===== src/rtl/riscv_pipe_pkg.sv =====
// Shared types for the segmented RISC-V pipeline registers.
package riscv_pipe_pkg;

  localparam int XLEN_DEF       = 32;
  localparam int REG_ADDR_W_DEF = 5;
  localparam int FUNC3_W_DEF    = 3;

  typedef struct packed {
    logic jump_pc;
    logic instruction_func;
    logic force_jump;
    logic branch;
    logic mem_write;
    logic mem_read;
  } m_ctrl_t;

  typedef struct packed {
    logic reg_write;
    logic jump_rd;
    logic mem_to_reg;
  } wb_ctrl_t;

  typedef struct packed {
    logic [XLEN_DEF-1:0]       adder_sum;
    logic [XLEN_DEF-1:0]       alu_result;
    logic                      alu_zero;
    logic [XLEN_DEF-1:0]       read_data_2;
    logic [FUNC3_W_DEF-1:0]    func3;
    logic [REG_ADDR_W_DEF-1:0] rd;
  } ex_mem_payload_t;

  localparam m_ctrl_t  M_CTRL_NOP  = '0;
  localparam wb_ctrl_t WB_CTRL_NOP = '0;

endpackage


===== src/rtl/pipe_skid_buffer.sv =====
// Generic valid/ready register with optional 2-entry skid and sync flush; 1-cycle latency.
// Backpressure: with skid, in_ready depends only on held state; without, in_ready follows out_ready.
module pipe_skid_buffer #(
  parameter int                DATA_W   = 8,
  parameter bit                SKID_EN  = 1'b1,
  parameter logic [DATA_W-1:0] CLR_MASK = '0
) (
  input  logic              clk,
  input  logic              rst_n,
  input  logic              flush,
  input  logic              in_valid,
  output logic              in_ready,
  input  logic [DATA_W-1:0] in_data,
  output logic              out_valid,
  input  logic              out_ready,
  output logic [DATA_W-1:0] out_data
);

  logic              main_valid;
  logic [DATA_W-1:0] main_data;
  logic              accept;
  logic              xfer;

  assign accept    = in_valid && in_ready && !flush;
  assign xfer      = main_valid && out_ready;
  assign out_valid = main_valid;
  assign out_data  = main_data;

  generate
    if (SKID_EN) begin : g_skid
      logic              skid_valid;
      logic [DATA_W-1:0] skid_data;

      assign in_ready = rst_n && !skid_valid;

      // Skid only fills when main is held, so it always drains into main first.
      always_ff @(posedge clk) begin
        if (!rst_n) begin
          main_valid <= 1'b0;
          main_data  <= '0;
          skid_valid <= 1'b0;
          skid_data  <= '0;
        end else if (flush) begin
          main_valid <= 1'b0;
          skid_valid <= 1'b0;
          main_data  <= main_data & ~CLR_MASK;
          skid_data  <= skid_data & ~CLR_MASK;
        end else if (skid_valid && xfer) begin
          main_data  <= skid_data;
          skid_valid <= 1'b0;
        end else if (accept && (!main_valid || xfer)) begin
          main_data  <= in_data;
          main_valid <= 1'b1;
        end else if (accept) begin
          skid_data  <= in_data;
          skid_valid <= 1'b1;
        end else if (xfer) begin
          main_valid <= 1'b0;
        end
      end
    end else begin : g_noskid
      assign in_ready = rst_n && (out_ready || !main_valid);

      always_ff @(posedge clk) begin
        if (!rst_n) begin
          main_valid <= 1'b0;
          main_data  <= '0;
        end else if (flush) begin
          main_valid <= 1'b0;
          main_data  <= main_data & ~CLR_MASK;
        end else if (accept) begin
          main_data  <= in_data;
          main_valid <= 1'b1;
        end else if (xfer) begin
          main_valid <= 1'b0;
        end
      end
    end
  endgenerate

endmodule


===== src/rtl/pipe_reg_ex_mem_skid.sv =====
// EX/MEM pipeline register: payload + M/WB control, forwarding tap, stall counter; 1-cycle latency.
// Backpressure: 2-entry skid absorbs one extra beat; in_ready is not combinational on out_ready.
module pipe_reg_ex_mem_skid
  import riscv_pipe_pkg::*;
#(
  parameter int XLEN       = XLEN_DEF,
  parameter int REG_ADDR_W = REG_ADDR_W_DEF,
  parameter int FUNC3_W    = FUNC3_W_DEF,
  parameter bit SKID_EN    = 1'b1,
  parameter int CNT_W      = 16
) (
  input  logic                  CLK,
  input  logic                  RESET_N,
  input  logic                  flush,
  input  logic                  in_valid,
  output logic                  in_ready,
  input  ex_mem_payload_t       in_payload,
  input  m_ctrl_t               in_m,
  input  wb_ctrl_t              in_wb,
  output logic                  out_valid,
  input  logic                  out_ready,
  output ex_mem_payload_t       out_payload,
  output m_ctrl_t               out_m,
  output wb_ctrl_t              out_wb,
  output logic                  fwd_valid,
  output logic [REG_ADDR_W-1:0] fwd_rd,
  output logic [XLEN-1:0]       fwd_value,
  output logic [CNT_W-1:0]      stall_cnt
);

  localparam int PAYLOAD_W = 3 * XLEN + 1 + FUNC3_W + REG_ADDR_W;
  localparam int CTRL_W    = $bits(m_ctrl_t) + $bits(wb_ctrl_t);
  localparam int DATA_W    = PAYLOAD_W + CTRL_W;
  // Control bits sit in the low slice so flush can clear them without touching data.
  localparam logic [DATA_W-1:0] CTRL_MASK = {{PAYLOAD_W{1'b0}}, {CTRL_W{1'b1}}};

  logic [DATA_W-1:0]    buf_in;
  logic [DATA_W-1:0]    buf_out;
  logic [PAYLOAD_W-1:0] held_payload;
  m_ctrl_t              held_m;
  wb_ctrl_t             held_wb;

  assign buf_in = {in_payload, in_m, in_wb};
  assign {held_payload, held_m, held_wb} = buf_out;

  pipe_skid_buffer #(
    .DATA_W  (DATA_W),
    .SKID_EN (SKID_EN),
    .CLR_MASK(CTRL_MASK)
  ) u_buf (
    .clk      (CLK),
    .rst_n    (RESET_N),
    .flush    (flush),
    .in_valid (in_valid),
    .in_ready (in_ready),
    .in_data  (buf_in),
    .out_valid(out_valid),
    .out_ready(out_ready),
    .out_data (buf_out)
  );

  assign out_payload = held_payload;
  assign out_m       = out_valid ? held_m  : M_CTRL_NOP;
  assign out_wb      = out_valid ? held_wb : WB_CTRL_NOP;

  assign fwd_valid = out_valid && out_wb.reg_write && (out_payload.rd != '0);
  assign fwd_rd    = out_payload.rd;
  assign fwd_value = out_payload.alu_result;

  always_ff @(posedge CLK) begin
    if (!RESET_N) begin
      stall_cnt <= '0;
    end else if (out_valid && !out_ready && !flush && (stall_cnt != {CNT_W{1'b1}})) begin
      stall_cnt <= stall_cnt + 1'b1;
    end
  end

endmodule


===== config.mk =====
export PLATFORM = sky130hd
export DESIGN_NAME = pipe_reg_ex_mem_skid
export DESIGN_NICKNAME = d
export VERILOG_FILES = /design/src/rtl/riscv_pipe_pkg.sv /design/src/rtl/pipe_skid_buffer.sv /design/src/rtl/pipe_reg_ex_mem_skid.sv
export SDC_FILE = /design/constraint.sdc
export NUM_CORES = 1
export LEC_CHECK = 0
export CAP_MARGIN = 10
export CORE_ASPECT_RATIO = 0.9
export CORE_UTILIZATION = 40
export DETAILED_ROUTE_END_ITERATION = 12
export HOLD_SLACK_MARGIN = 0.03
export MAX_ROUTING_LAYER = met4
export PLACE_DENSITY_LB_ADDON = 0.12
export SLEW_MARGIN = 20
export SYNTH_ARGS = -nofsm -noshare
export SYNTH_HDL_FRONTEND = slang
export SYNTH_HIERARCHICAL = 1
export SYNTH_SLANG_ARGS = --single-unit
export TNS_END_PERCENT = 30

===== constraint.sdc =====
create_clock -name CLK -period 3.2 [get_ports CLK]
set_clock_uncertainty 0.2 [all_clocks]
set_input_delay 0.64 -clock CLK [delete_from_list [all_inputs] [get_ports CLK]]
set_output_delay 0.64 -clock CLK [all_outputs]
set_load 0.05 [all_outputs]

==> results of run 1 <==
==> flip-flops by register name, summed over array words and instances, names as in the netlist <==
signal	flops
stall_cnt	16
u_buf/out_valid	1
u_buf/g_skid.skid_data	114
u_buf/out_data	114
u_buf/g_skid.skid_valid	1
==> worst max path at each step <==
stage / startpoint / to / cells after the start
after floorplan: RESET_N / in_ready / 4
after global placement: out_ready / u_buf/out_data[17] / 6
after detailed placement: out_ready / u_buf/out_data[15] / 6
after CTS: u_buf/out_valid / out_m[3] / 2
after global routing: u_buf/out_valid / out_m[3] / 2
final: u_buf/out_valid / out_m[3] / 2
==> Yosys cell counts, types with 2 or more instances <==
library cell,instances,area (um2)
or3_2,2,15.01
o21ai_1,50,250.2
nand4_1,116,725.7
o41ai_1,106,928.4
nand2_1,16,60.06
or2_2,9,56.30
and3_1,3,18.77
buf_4,37,277.8
o31ai_1,8,60.06
inv_1,5,18.77
buf_6,6,67.56
nor2_1,4,15.01
a21boi_1,14,105.1
buf_2,23,115.1
o21ai_0,175,875.8
mux2i_1,105,1051
nand3_1,13,65.06
or4_1,11,82.58
clkbuf_1,131,491.7
o32ai_1,9,78.83
a21oi_1,28,140.1
a311oi_1,10,87.58
buf_1,12,45.04
dfxtp_1,246,4925
nor3_1,3,15.01
a21boi_0,91,683.2
nor2b_1,4,25.02
and2_1,116,725.7
==> through the flow <==
stage	instances	hold WS (ns)	area, um2
global route	1939	0.2197	16040
floorplan	1373	0.2522	12220
CTS	1936	0.2081	16030
detailed placement	1888	0.2644	15140
global placement	1888	0.2588	15140
finish	1939	0.2297	16040
==> routing by layer <==
metal  up-vias  track usage
met4         0      0.05203
met5         -            -
met1      5455       0.3240
met3        49      0.03829
li1       5429            -
met2       319       0.3923
==> where the power goes <==
part / switching (W) / internal [W] / total, W
Clock: 0.00127 / 0.00186 / 0.00314
Combinational: 0.000762 / 0.000441 / 0.00120
Sequential: 0.0000596 / 0.00315 / 0.00321
Total: 0.00209 / 0.00545 / 0.00755
==> cell type report <==
type,instances,area share
inverters,6,0.001560
clock inverters,6,0.003667
well taps,403,0.03144
repair buffers,321,0.2073
flip-flops and latches,246,0.3073
multi-input cells,912,0.3962
clock buffers,42,0.05204
diodes,3,0.0004681
==> cells by family after synthesis <==
family | count (synthesis) | synth area share
simple gates | 311 | 0.1608
buf+inv | 215 | 0.08347
mux | 105 | 0.08603
compound gates | 495 | 0.2656
flops | 246 | 0.4031
fa+ha+maj | 1 | 0.001024
==> summary.txt, run 1 <==
Clocking
  – Clk buf depth: 3
  – Clock slew at reported path FFs: 0.06 ns
  – Post-CTS setup buffers: 0
  – CTS resizes: 0
  – Num Clock Sinks: 246
  – Clk root buf: clkbuf_16
  – Cts hold-fix bufs: 0
  – H-Tree Depth: 1
  – TritonCTS Buffers: 28
  – Worst-Skew Late Latency: 0.53 ns
  – CTS tree: yes

Detailed routing
  – Routed vias/inst: slightly below 6
  – Mean routed wirelength per cell: 19.87 um
  – Wl on met1: 17070 um
  – Via count: about 11000
  – DR WL met3: between 2000 and 2500 um
  – Initial DRC count: 674
  – DR pass1 iterations: 4
  – Post-route DRC violation count: 0
  – Drt total wl: between 30000 and 40000 um
  – Top layer in use: met4
  – Post-DRT Antenna Nets: 0
  – Routed met2 length: 18540 um

Critical path
  – Reg-to-Reg Start: u_buf/g_skid.skid_valid
  – R2R Setup Slk: 1.05 ns
  – Critical Path Start Type: register
  – CP max FO: 23
  – Crit path buffers/inverters: 1
  – Max stage delay cell, worst path: clkdlybuf4s50_1
  – Critical Path End Type: output pin
  – Delay-heaviest family, CP: buffers and inverters
  – Kind of critical path: register to output pin
  – RR Endpoint: u_buf/out_data[103]
  – R2R depth: 5
  – CP peak stage delay: ~0.8 ns
  – Crit path cell chain: and2_1 > clkdlybuf4s50_1
  – Arr. time, crit path: 2.02 ns
  – Worst EP required: 2.36 ns

STA
  – Count of final hold-check violations: 0
  – Worst rel slew slack: 0.2928
  – Sum Neg Setup Slack: 0 ns
  – Fin. max-slew vios: 0
  – Setup violations, final: 0
  – Worst-margin pin slew: about 1.1 ns
  – Fin crit period: around 2.9 ns
  – Fmax: about 350 MHz
  – Post-route clock period utilization: 0.8942
  – RSZ-0062 raised after global routing: false
  – Final WS setup: 0.3386 ns

Floorplan
  – Die Span Y: 167.8 um
  – Die ar.: 31250 um2
  – Placement Rows: 60
  – CORE AREA: about 30000 um2
  – Initial Util: 0.4079
  – Die X: ~190 um
  – Ports: 289

Placed design
  – Place WS: 0.4630 ns
  – Routability Congestion: 0.7945
  – IO buf count: 288
  – DP HPWL: around 22000 um

Finish
  – Fin nets: approximately 1600
  – Share of cells above drive strength 1: 0.07175
  – Register area: 4928 um2
  – Filler Cells Inserted: 2742
  – Multi-input logic area: 6354 um2
  – Area grow syn2layout: 31.27%
  – Most frequent cells in the layout: clkdlybuf4s50_1, dfxtp_1, o21ai_0
  – Fin util: 0.5354
  – Commonest non-fill, non-tap cell in the layout: clkdlybuf4s50_1

Yosys
  – EDFF count, synth: 0
  – Cell Area, Synth: ~12000 um2
  – Register bit total from synthesis: 246
  – Syn Inst Count: around 1400
  – Synthesized net count: between 1000 and 1500
  – Main synth FF type: dfxtp_1
  – Avg Inst Size Synth: 8.898 um2
  – Synth async-reset ratio: 0
  – Register area share after synthesis: 0.4031
  – Netlist cell types: 48
  – Warnings, synthesis: 6

Worst hold path
  – Hold path start: RESET_N
  – Hold Path Class: input port to register
  – Endpoint, Worst Hold: u_buf/g_skid.skid_data[29]
  – Hold Crit Depth: 2

Power
  – PwrDens: around 470 nW/um2
  – Peak supply drop: roughly 0.36 mV
  – Pwr Total: 0.007545 W
  – P_leak: 6.057 nW

Outcome
  – Status: completed

Global route
  – Remaining Overflow, GRT: 0
  – Vias in the first global route: 10634
  – First-pass GRT wire length: 60180 um
  – Total Routing Usage GR: 0.2448
  – Initial antenna violation count: 3
  – Largest net degree at the start of global routing: 149

Flow run
  – Maxcap violations: 0
Power figures use the tool's default switching activity.
==> run 2: changes to the inputs <==
CAP_MARGIN = 0   (was 10)
PLACE_DENSITY_LB_ADDON = 0.3   (was 0.12)
==> summary.txt, run 2 (same netlist as run 1, synthesis figures left out) <==
Outcome
  – Status: completed (unchanged)

Floorplan
  – Die ar.: 31250 um2 (unchanged)
  – Die X: 186.2 um (unchanged)
  – Die Span Y: 167.8 um (unchanged)
  – Placement Rows: 60 (unchanged)
  – Ports: 289 (unchanged)
  – CORE AREA: 29950 um2 (unchanged)
  – Initial Util: 0.4079 (unchanged)

Finish
  – Most frequent cells in the layout: clkdlybuf4s50_1, dfxtp_1, o21ai_0 (unchanged)
  – Area grow syn2layout: 30.82% (was 31.27%)
  – Final cell count without fillers: 1942 (was 1939)
  – Commonest non-fill, non-tap cell in the layout: clkdlybuf4s50_1 (unchanged)
  – Filler Cells Inserted: 2726 (was 2742)
  – Share of cells above drive strength 1: 0.06892 (was 0.07175)
  – Fin nets: 1636 (was 1635)

STA
  – Fin crit period: 2.839 ns (was 2.861 ns)
  – Count of final hold-check violations: 0 (unchanged)
  – Setup violations, final: 0 (unchanged)
  – Post-route clock period utilization: 0.8872 (was 0.8942)
  – RSZ-0062 raised after global routing: false (unchanged)
  – Sum Neg Setup Slack: 0 ns (unchanged)
  – Fmax: 352.2 MHz (was 349.5 MHz)
  – Worst rel slew slack: 0.3337 (was 0.2928)
  – Worst-margin pin slew: 0.9995 ns (was 1.061 ns)
  – Fin. max-slew vios: 0 (unchanged)

Clocking
  – Post-CTS setup buffers: 0 (unchanged)
  – Clk root buf: clkbuf_16 (unchanged)
  – TritonCTS Buffers: 28 (unchanged)
  – CTS resizes: 0 (unchanged)
  – Num Clock Sinks: 246 (unchanged)
  – Worst-Skew Late Latency: 0.54 ns (was 0.53 ns)
  – CTS tree: yes (unchanged)
  – H-Tree Depth: 1 (unchanged)
  – Cts hold-fix bufs: 0 (unchanged)
  – Clock slew at reported path FFs: 0.06 ns (about the same)
  – Clk buf depth: 3 (unchanged)

Global route
  – Largest net degree at the start of global routing: 119 (was 149)
  – Total Routing Usage GR: 0.2409 (was 0.2448)
  – Vias in the first global route: 10897 (was 10634)
  – First-pass GRT wire length: 59360 um (was 60180 um)
  – Initial antenna violation count: 1 (was 3)
  – Remaining Overflow, GRT: 0 (unchanged)

Placed design
  – IO buf count: 288 (unchanged)
  – Routability Congestion: 0.8250 (was 0.7945)
  – DP HPWL: 21710 um (was 21520 um)
  – Placed cells: 1889 (was 1888)

Detailed routing
  – Drt total wl: 38160 um (was 38530 um)
  – Initial DRC count: 786 (was 674)
  – DR pass1 iterations: 5 (was 4)
  – Post-DRT Antenna Nets: 0 (unchanged)
  – Mean routed wirelength per cell: 19.65 um (was 19.87 um)
  – Post-route DRC violation count: 0 (unchanged)
  – Via count: 11425 (was 11252)
  – Routed vias/inst: 5.883 (was 5.803)

Critical path
  – Worst EP required: 2.36 ns (about the same)
  – Arr. time, crit path: 2.00 ns (was 2.02 ns)
  – Critical Path End Type: output pin (unchanged)
  – Kind of critical path: register to output pin (unchanged)
  – CP max FO: 24 (was 23)
  – Critical Path Start Type: register (unchanged)
  – R2R Setup Slk: 0.76 ns (was 1.05 ns)

Flow run
  – Maxcap violations: 0 (unchanged)

Worst hold path
  – Hold Path Class: input port to register (unchanged)

Power
  – Peak supply drop: 0.3679 mV (was 0.3637 mV)
  – P_leak: 6.025 nW (was 6.057 nW)
  – PwrDens: 468.3 nW/um2 (was 470.5 nW/um2)
-- run 2: layout make-up --
class | count | area (um2) | area share
multi-input cells | 912 | 6354 | 0.3976
flip-flops and latches | 246 | 4928 | 0.3084
repair buffers | 322 | 3288 | 0.2057
clock buffers | 47 | 853.3 | 0.05339
well taps | 403 | 504.2 | 0.03155
clock inverters | 5 | 27.53 | 0.001722
inverters | 6 | 23.77 | 0.001488
diodes | 1 | 2.502 | 0.0001566
-- run 2: per-stage QoR --
step | utilization | power, W | instance area (um2) | setup WS, ns | hold WS [ns]
after floorplan | - | 0.003983 | 12220 | 0.3534 | 0.2522
after global placement | 0.5041 | 0.004462 | 15100 | 0.4331 | 0.2582
after detailed placement | 0.5041 | 0.004469 | 15100 | 0.4187 | 0.2655
after CTS | 0.5335 | 0.007548 | 15980 | 0.3241 | 0.2407
after global routing | 0.5335 | 0.007732 | 15980 | 0.2760 | 0.2514
final | 0.5335 | 0.007484 | 15980 | 0.3610 | 0.2666
-- run 2: worst paths after layout --
kind | from | endpoint | depth (start not counted)
hold reg to reg | u_buf/g_skid.skid_data[20] | u_buf/g_skid.skid_data[20] | 2
setup reg to reg | u_buf/out_valid | u_buf/out_data[89] | 5
hold / removal | RESET_N | u_buf/g_skid.skid_data[18] | 2
setup / recovery | u_buf/out_valid | out_m[3] | 2
-- run 2: worst max-delay path: stages (launching register included) --
cell and delay [ns]:
dfxtp_4 0.49, and2_1 0.16, clkdlybuf4s50_1 0.80
-- run 2: where the power goes --
group | internal (W) | switching [W]
clock | 0.00180 | 0.00128
sequential | 0.00315 | 0.0000591
combinational | 0.000439 | 0.000761
total | 0.00539 | 0.00210
-- run 2: metal layers --
layer / vias to the layer above / global-route usage / routed length [um]
met5: - / - / 0
met4: 0 / 0.08125 / 1147
met3: 73 / 0.03829 / 2729
met2: 440 / 0.3856 / 18030
met1: 5482 / 0.3077 / 16260
li1: 5430 / - / -
